===== config.mk =====
export PLATFORM = sky130hd
export DESIGN_NAME = updown_round_ctrl
export DESIGN_NICKNAME = d
export VERILOG_FILES = /design/src/rtl/updown_round_ctrl.sv
export SDC_FILE = /design/constraint.sdc
export NUM_CORES = 1
export LEC_CHECK = 0
export ABC_AREA = 1
export ABC_CLOCK_PERIOD_IN_PS = 3600
export CORE_ASPECT_RATIO = 1.75
export CORE_MARGIN = 2
export CORE_UTILIZATION = 50
export DETAILED_ROUTE_END_ITERATION = 6
export MAX_ROUTING_LAYER = met4
export PLACE_DENSITY = 0.75
export SETUP_SLACK_MARGIN = 0.05
export SYNTH_ARGS = -nofsm -noshare
export SYNTH_HDL_FRONTEND = slang
export SYNTH_SLANG_ARGS = --single-unit

===== constraint.sdc =====
create_clock -name clk -period 3.6 [get_ports clk]
set_clock_uncertainty 0.2 [all_clocks]
set_input_delay 0.72 -clock clk [delete_from_list [all_inputs] [get_ports clk]]
set_output_delay 0.72 -clock clk [all_outputs]
set_load 0.02 [all_outputs]

===== src/rtl/updown_round_ctrl.sv =====
// Round controller for the up/down guessing game: counts attempts, narrows the
// [lo,hi] hint window, decides win/lose and requests a fresh secret each round.
module updown_round_ctrl #(
  parameter int MAX_ATTEMPTS = 7,
  parameter int MIN_VAL      = 1,
  parameter int MAX_VAL      = 100,
  parameter int END_HOLD     = 200
) (
  input  logic       clk,
  input  logic       reset,
  input  logic       start,
  input  logic       result_valid,
  input  logic [6:0] guess_number,
  input  logic [1:0] comparison_result,
  output logic       new_round,
  output logic [1:0] game_state,
  output logic [3:0] attempts,
  output logic [6:0] range_lo,
  output logic [6:0] range_hi,
  output logic [1:0] hint,
  output logic       win,
  output logic       lose
);

  // Upstream handshake: result_valid is a 1-cycle qualifier with no back-pressure.
  // guess_number/comparison_result are consumed on the edge where it is high, only in PLAY.
  // start outranks result_valid on the same edge, and the guess is dropped.

  typedef enum logic [1:0] {
    ST_IDLE = 2'b00,
    ST_PLAY = 2'b01,
    ST_WIN  = 2'b10,
    ST_LOSE = 2'b11
  } state_t;

  localparam int              HOLD_W    = (END_HOLD > 1) ? $clog2(END_HOLD) : 1;
  localparam logic [HOLD_W-1:0] HOLD_LAST = HOLD_W'(END_HOLD - 1);
  localparam logic [3:0]      ATT_MAX   = 4'(MAX_ATTEMPTS);
  localparam logic [6:0]      LO_INIT   = 7'(MIN_VAL);
  localparam logic [6:0]      HI_INIT   = 7'(MAX_VAL);

  state_t            r_state, w_state;
  logic [3:0]        r_attempts, w_attempts;
  logic [6:0]        r_lo, w_lo;
  logic [6:0]        r_hi, w_hi;
  logic [1:0]        r_hint, w_hint;
  logic              r_new_round, w_new_round;
  logic              r_win, w_win;
  logic              r_lose, w_lose;
  logic [HOLD_W-1:0] r_hold, w_hold;

  logic [3:0]        w_att_p1;
  logic [6:0]        w_guess_p1;
  logic [6:0]        w_guess_m1;

  assign w_att_p1   = r_attempts + 4'd1;
  assign w_guess_p1 = guess_number + 7'd1;
  assign w_guess_m1 = guess_number - 7'd1;

  always_ff @(posedge clk or posedge reset) begin
    if (reset) begin
      r_state     <= ST_IDLE;
      r_attempts  <= 4'd0;
      r_lo        <= LO_INIT;
      r_hi        <= HI_INIT;
      r_hint      <= 2'b00;
      r_new_round <= 1'b0;
      r_win       <= 1'b0;
      r_lose      <= 1'b0;
      r_hold      <= '0;
    end else begin
      r_state     <= w_state;
      r_attempts  <= w_attempts;
      r_lo        <= w_lo;
      r_hi        <= w_hi;
      r_hint      <= w_hint;
      r_new_round <= w_new_round;
      r_win       <= w_win;
      r_lose      <= w_lose;
      r_hold      <= w_hold;
    end
  end

  always_comb begin
    w_state     = r_state;
    w_attempts  = r_attempts;
    w_lo        = r_lo;
    w_hi        = r_hi;
    w_hint      = r_hint;
    w_new_round = 1'b0;
    w_hold      = r_hold;

    if (start) begin
      w_state     = ST_PLAY;
      w_attempts  = 4'd0;
      w_lo        = LO_INIT;
      w_hi        = HI_INIT;
      w_hint      = 2'b00;
      w_new_round = 1'b1;
      w_hold      = '0;
    end else begin
      case (r_state)
        ST_PLAY: begin
          if (result_valid) begin
            case (comparison_result)
              2'b01: begin
                w_attempts = w_att_p1;
                w_hint     = 2'b01;
                // Window only ever narrows; out-of-window guesses still cost an attempt.
                if (guess_number >= r_lo) w_lo = w_guess_p1;
                if (w_att_p1 == ATT_MAX) begin
                  w_state = ST_LOSE;
                  w_hold  = '0;
                end
              end
              2'b10: begin
                w_attempts = w_att_p1;
                w_hint     = 2'b10;
                if (guess_number <= r_hi) w_hi = w_guess_m1;
                if (w_att_p1 == ATT_MAX) begin
                  w_state = ST_LOSE;
                  w_hold  = '0;
                end
              end
              2'b11: begin
                w_attempts = w_att_p1;
                w_hint     = 2'b11;
                w_lo       = guess_number;
                w_hi       = guess_number;
                w_state    = ST_WIN;
                w_hold     = '0;
              end
              default: ;
            endcase
          end
        end
        ST_WIN, ST_LOSE: begin
          if (r_hold == HOLD_LAST) begin
            w_state = ST_IDLE;
            w_hold  = '0;
          end else begin
            w_hold = r_hold + HOLD_W'(1);
          end
        end
        default: ;
      endcase
    end

    w_win  = (w_state == ST_WIN);
    w_lose = (w_state == ST_LOSE);
  end

  assign new_round  = r_new_round;
  assign game_state = r_state;
  assign attempts   = r_attempts;
  assign range_lo   = r_lo;
  assign range_hi   = r_hi;
  assign hint       = r_hint;
  assign win        = r_win;
  assign lose       = r_lose;

endmodule


* Word level (Yosys, flattened, before mapping) *
Index checks and enable logic that the tools add are counted.

word-level totals
  bits in registers = 33
  input bits = 13

cells by class
  $add $sub $neg = 4
  $lt $le $gt $ge = 2
  equal/unequal tests = 15
  multiplexer cells = 31
  reduce and logical (&&, ||, !) cells = 15

operators with widths
  kind                 number
  $mux 7               8
  $mux 8               4
  $pmux 8 s2           2
  $pmux 7 s2           2
  $mux 4               4
  $mux 2               7
  $eq 2x2->1 const B   6
  $reduce_and 4->1     3
  $ne 3x3->1 const B   3
  $reduce_bool 3->1    3
  $add 8x1->8 const B  1
  $eq 8x8->1 const B   1
  $pmux 2 s2           2
  $add 7x1->7 const B  1
  $ge 7x7->1           1
  $le 7x7->1           1
  $sub 7x1->7 const B  1
  $pmux 2 s3           1
  $reduce_and 3->1     2
  $reduce_bool 2->1    3
  $add 4x1->4 const B  1
  $eq 2x1->1 const B   2
  $eq 4x3->1 const B   1
  $ne 4x3->1 const B   1
  other kinds (5)      6

* Depth between registers and ports, before layout *
Gate-level depths: netlist of run 1.

  depth after elaboration = 8
  gate-level depth with buffers = 13
  gate-level depth less buffers = 13

* Worst setup path before layout of run 1 *
OpenSTA, ideal clock, no wires.

  kind = input-to-reg
  start = input port guess_number[6]
  end = register r_lo[1], in the netlist range_lo[1]
  arrival = 1.766 ns
  slack = 1.568 ns
  stages on the path = 10
  path buffers = 0
  path through = ha_1 -> nand2_1 -> inv_1 -> nand2_1 -> nand2_1 -> a21oi_2 -> nand4_2 -> nand2_4 -> nand2_1 -> nand2_1

on the way
  cells in the longest elaborated chain, start to end = 3

ends and longest elaborated chain
  item                               line  source
  start: declaration                 13    input logic [6:0] guess_number,
  $ge 7x7->1                         110   if (guess_number >= r_lo) w_lo = w_guess_p1;
  $ne 3x3->1 (no source line)        n/a
  $reduce_and 4->1 (no source line)  n/a
  end signal: assignment             74    r_lo <= w_lo;
  end: declaration                   44    logic [6:0] r_lo, w_lo;

No other way between the ends.
A chain may end at the register's enable or synchronous reset.

* Worst setup path after layout of run 1 *
  start = input port guess_number[4]
  end = register r_hi[4], in the netlist range_hi[4]

on the way
  cells in the longest elaborated chain, start to end = 6

ends and longest elaborated chain
  item                    line  source
  $sub 7x1->7             58    assign w_guess_m1 = guess_number - 7'd1;
  $mux 7                  119   if (guess_number <= r_hi) w_hi = w_guess_m1;
  $pmux 7 s2              105   case (comparison_result)
  $mux 7                  104   if (result_valid) begin
  $mux 7                  102   case (r_state)
  $mux 7                  93    if (start) begin
  end signal: assignment  75    r_hi <= w_hi;
  end: declaration        45    logic [6:0] r_hi, w_hi;

Parallel ways exist; a longest one is shown, timed or not. The select of a mux whose other input is x is not followed.

==> results of run 1 <==
## synth_stat cells (all sizes together)
master | number | area, um2
dfrtp | 29 | 726
nand2 | 103 | 429
nand3 | 31 | 160
a21o | 1 | 7.51
nand4 | 8 | 75.1
dfstp | 4 | 105
ha | 23 | 288
xor2 | 1 | 8.76
o22ai | 3 | 18.8
buf | 4 | 41.3
inv | 53 | 201
nor2 | 26 | 126
nor3 | 6 | 57.6
o21ai | 20 | 104
a21oi | 15 | 93.9
xnor2 | 1 | 8.76
## where the power goes
| part | total, mW | leakage, nW | switching (mW) | internal, mW |
|---|---|---|---|---|
| Combinational | 0.403 | 1.02 | 0.232 | 0.171 |
| Sequential | 0.456 | 0.426 | 0.0378 | 0.418 |
| Clock | 0.262 | 0.0422 | 0.127 | 0.135 |
| Total | 1.12 | 1.49 | 0.397 | 0.724 |
## layout make-up
class	count	area [um2]
sequential	33	831
fill	448	1770
tap	52	65.1
inverter	53	201
clock inverter	1	5.00
clock buffer	7	76.3
multi-input combinational	238	1380
timing repair buffer	39	385
## how the worst min path moves through the flow
| stage | startpoint | to | slack [ps] |
|---|---|---|---|
| global placement | range_lo[0] | range_lo[0] | 270 |
| floorplan | r_hold[1] | r_hold[1] | 270 |
| detailed placement | range_lo[0] | range_lo[0] | 270 |
| global route | range_hi[5] | range_hi[5] | 300 |
| CTS | range_hi[2] | range_hi[2] | 280 |
| finish | range_lo[0] | range_lo[0] | 270 |
## through the flow
step           power (mW)  std cells  utilization  area (um2)
6_report             1.12        423        0.625        2940
5_1_grt              1.21        423        0.625        2940
4_1_cts              1.14        423        0.625        2940
3_5_place_dp        0.868        415        0.608        2860
3_3_place_gp        0.860        415        0.608        2860
2_1_floorplan       0.717        328            -        2450
## state kept, by name (all words and copies together) (netlist names)
name	count
r_hold	8
new_round	1
range_hi	7
attempts	4
win	1
hint	2
game_state	2
range_lo	7
lose	1
## worst max-delay path, cell delays in order
cell	delay [ps]
clkdlybuf4s50_1	650
ha_1	310
nand2_1	80
nand2_1	50
a21oi_1	150
nand2_1	70
nand2_1	50
nand2_1	60
nand2_2	150
nand2_4	90
nand2_1	70
nand2_1	50
## per-layer routing
metal	vias up	part of all wire	wire length [um]
met5	-	0	0
li1	1137	-	-
met2	26	0.55	2840
met1	1013	0.41	2110
met3	6	0.024	125
met4	0	0.015	76
## kinds of logic (layout without fill, tap and decap cells)
| family | Yosys count | after routing |
|---|---|---|
| flops | 33 | 33 |
| compound gates | 39 | 39 |
| fa+ha+maj | 23 | 23 |
| xor+xnor | 2 | 2 |
| simple gates | 174 | 174 |
| buf+inv | 57 | 100 |
==> results.yml, run 1 <==
critical_path:
  ff2ff_path_depth: 12
  cp.arrival_ps: 2510
  critical_path_peak_fanout: 8
  r2r-start: "range_hi[6]"
  r2r_setup_slack_ps: 1560
  path_class: "primary input to flop"
  worst_setup_path_start_kind: "primary input"
  required_ps: 3570
  startpoint: "guess_number[4]"
  cp-end-kind: "flop"
  endpoint: "range_hi[4]"
  reg2reg_to: "range_hi[4]"
clock_network:
  htreeDepth: 2
  clkTransAtPathRegs_ps: 60
  cts_buffers: 5
  clk_path_buf_depth: 2
  worstSkewPairLatency_ps: 280
  post_cts_resized: 0
  holdBufCountCts: 0
  cts_tree: "yes"
  cts_setup_buffers: 0
  cts.sinks: 33
  root_buffer: "clkbuf_8"
pwr:
  ir_worst_vdd_uv: 289
  power.density_nw_per_um2: 381
  power.leakage_nw: 1.49
synth:
  avgSynthCellArea_um2: 7.47
  synth_xor_area_frac: 0.00715
  ys_warn_count: 0
  synth_nets: 364
  synthesis.area_um2: 2450
  synth_top_family_by_area: "simple AND/OR/NAND/NOR gates"
  synthCells: 328
  yosys_register_bits: 33
  synth-adder-area-share: 0.117
  seq_area_frac_synth: 0.339
  synth_cell_types: 32
  synth.area.mux_share: 0
  synth_simple_gate_area_frac: 0.346
  synth-compound-area-share: 0.0914
floorplan:
  rows: 33
  die_x_um: 56.9
  initial_utilization: 0.521
  fp.coreArea_um2: 4710
  ios: 38
  die_y_um: 96.6
  die_area_um2: 5500
sta:
  min_period_over_period: 0.707
  fmax_mhz: 393
  fin_crit_ps: 2550
  worst_slack_ps: 1050
  tns_ps: 0
  max_slew.worst_pin.slew_ps: 416
  rsz0062_at_grt: "false"
  hold_violations: 0
  hold_ws_ps: 273
  slew_headroom: 0.723
  drv_slew: 0
  finalSetupViolCount: 0
placed_design:
  routabilityCongestion: 0.879
  io_buffers: 37
  place_hpwl_um: 4130
  post-place-ws_ps: 783
global_route:
  grt_pass1_vias: 2153
  use_met1: 0.237
  grt_first_pass_wirelength_um: 9320
  grt_use_met3: 0.0374
  gr-max-usage-layer: "met2"
  grtUsageTotal: 0.215
  antenna_found_initial: 0
  overflow: 0
  grt_util_met2: 0.381
  grt_start_max_net_pins: 34
layout:
  final_common_cell: "nand2_1"
  areaGrowthSynthToFinish_pct: 20.0
  final_cell_mix: "94 x nand2_1, 47 x inv_1, 37 x clkdlybuf4s50_1, 30 x nand3_1, 29 x dfrtp_1"
  diodes: 0
  drive_gt1_frac: 0.116
  final_nets: 406
run_status:
  status: "finished, final reports clean"
routing:
  drt_iter0_markers: 63
  wl_per_cell_um: 12.2
  drc_errors: 0
  wl_um: 5150
  viasPerCell: 5.16
  vias: 2182
  dr.pass1.iters: 4
  ant_nets: 0
hold_path:
  hold_depth: 2
  worstHoldPathType: "flop to flop"
flow_run:
  drv_cap: 0
No activity file was read; power rests on OpenSTA's default activity.
==> run 2, diff against run 1 <==
Settings changed: ABC_CLOCK_PERIOD_IN_PS 3600 to 2660.
Clock period 3.6 ns to 2.66 ns, I/O delays scaled along.
==> results.yml, run 2 (synthesis results as in run 1) <==
run_status:
  status: "finished, final reports clean"
layout:
  largest_reg_flops: 8
  drive_gt1_frac: 0.140
  multi_input_area_um2: 1380
  num-fill-cells: 425
  diodes: 0
  final_common_cell: "nand2_1"
  final_cell_mix: "94 x nand2_1, 47 x inv_1, 37 x clkdlybuf4s50_1, 30 x nand3_1, 29 x dfrtp_1"
  seq_area_um2: 831
  areaGrowthSynthToFinish_pct: 24.6
  final_nets: 414
  largest-register: "r_hold"
critical_path:
  cp.arrival_ps: 2310
  cp-end-kind: "flop"
  required_ps: 2680
  worst_setup_path_start_kind: "primary input"
  r2r_setup_slack_ps: 630
  path_class: "primary input to flop"
  critPathMaxStageDelay_ps: 490
  crit_top_cell: "nand2_1"
  cpMaxStageDelayCell: "clkdlybuf4s50_1"
  critical_path_peak_fanout: 8
  worstPathCellList: "clkdlybuf4s50_1, ha_1, nand2_1, inv_1, nand2_1, nand2_1, a21oi_2, nand4_2, nand2_4, nand2_1, nand2_1"
placed_design:
  place_hpwl_um: 4170
  io_buffers: 37
  routabilityCongestion: 0.857
sta:
  rsz0062_at_grt: "false"
  fin_crit_ps: 2290
  drv_slew: 0
  min_period_over_period: 0.859
  tns_ps: 0
  max_slew.worst_pin.slew_ps: 419
  fmax_mhz: 438
  finalSetupViolCount: 0
  hold_violations: 0
  slew_headroom: 0.720
clock_network:
  cts.sinks: 33
  clkTransAtPathRegs_ps: 60
  root_buffer: "clkbuf_8"
  post_cts_resized: 0
  cts_tree: "yes"
  worstSkewPairLatency_ps: 280
  cts_setup_buffers: 0
  clk_path_buf_depth: 2
  cts_buffers: 5
  holdBufCountCts: 0
  htreeDepth: 2
floorplan:
  die_y_um: 96.6
  ios: 38
  die_x_um: 56.9
  die_area_um2: 5500
  initial_utilization: 0.521
  fp.coreArea_um2: 4710
  rows: 33
routing:
  dr.pass1.iters: 4
  viasPerCell: 5.13
  wl_per_cell_um: 12.4
  drc_errors: 0
  drt_iter0_markers: 79
  vias: 2213
  wl_um: 5360
  ant_nets: 0
global_route:
  grtUsageTotal: 0.216
  grt_start_max_net_pins: 34
  antenna_found_initial: 0
  grt_pass1_vias: 2110
  overflow: 0
  grt_first_pass_wirelength_um: 9340
pwr:
  clock_power_share: 0.321
  internal_power_mw: 1.18
  switching_share: 0.321
  ir_worst_vdd_uv: 414
  sequentialPowerShare: 0.356
  finalPower_mw: 1.73
  combPwrFrac: 0.322
  power.density_nw_per_um2: 567
  p_switching_uw: 556
  power.leakage_nw: 1.55
flow_run:
  drv_cap: 0
hold_path:
  worstHoldPathType: "flop to flop"
## run 2: cell types whose count changed in the layout (fill, tap and decap cells not counted), sizes merged
cell	previous run	this run
buf	2	10
clkbuf	7	5
bufinv	0	2
## run 2: final timing paths
check | startpoint | end | cells after the start
worst min register to register | range_hi[5] | range_hi[5] | 2
worst max register to register | range_hi[6] | range_hi[3] | 12
min in group asynchronous | reset | range_hi[3] | 3
worst min-delay path | range_hi[5] | range_hi[5] | 2
max in group asynchronous | reset | range_lo[0] | 3
worst max-delay path | guess_number[6] | range_lo[1] | 11
## run 2: worst max-delay path: cells and delay by family
kind                     cells  cell delay [ps]
AND/OR/NAND/NOR              7              740
buffers and inverters        2              530
adder cells (fa/ha/maj)      1              370
AO/OA/AOI/OAI                1              120
## run 2: area by class of cell
| cell class | count | share of cell area |
|---|---|---|
| sequential | 33 | 0.272 |
| timing repair buffer | 47 | 0.146 |
| inverter | 53 | 0.0660 |
| multi-input combinational | 238 | 0.451 |
| clock buffer | 5 | 0.0225 |
| tap | 52 | 0.0213 |
| clock inverter | 3 | 0.0213 |
## run 2: per-stage QoR
| stage | setup WS, ps | utilization | hold slack (ps) | instance area (um2) | instances |
|---|---|---|---|---|---|
| 2_1_floorplan | 751 | - | 268 | 2450 | 328 |
| 3_3_place_gp | 102 | 0.620 | 260 | 2920 | 423 |
| 3_5_place_dp | 85.8 | 0.620 | 266 | 2920 | 423 |
| 4_1_cts | 386 | 0.649 | 280 | 3050 | 431 |
| 5_1_grt | 221 | 0.649 | 294 | 3050 | 431 |
| 6_report | 374 | 0.649 | 279 | 3050 | 431 |
## run 2: power groups by stage
stage,clock [mW],sequential (mW),combinational (mW)
floorplan,0,0.683,0.287
global placement,0,0.625,0.549
detailed placement,0,0.626,0.560
CTS,0.570,0.617,0.565
global route,0.593,0.627,0.623
finish,0.557,0.617,0.559
## run 2: layer usage
| metal | track usage | part of all wire | vias up |
|---|---|---|---|
| li1 | - | - | 1149 |
| met1 | 0.256 | 0.42 | 1019 |
| met2 | 0.367 | 0.53 | 35 |
| met3 | 0.0321 | 0.028 | 10 |
| met4 | 0.0733 | 0.020 | 0 |
| met5 | - | 0 | - |
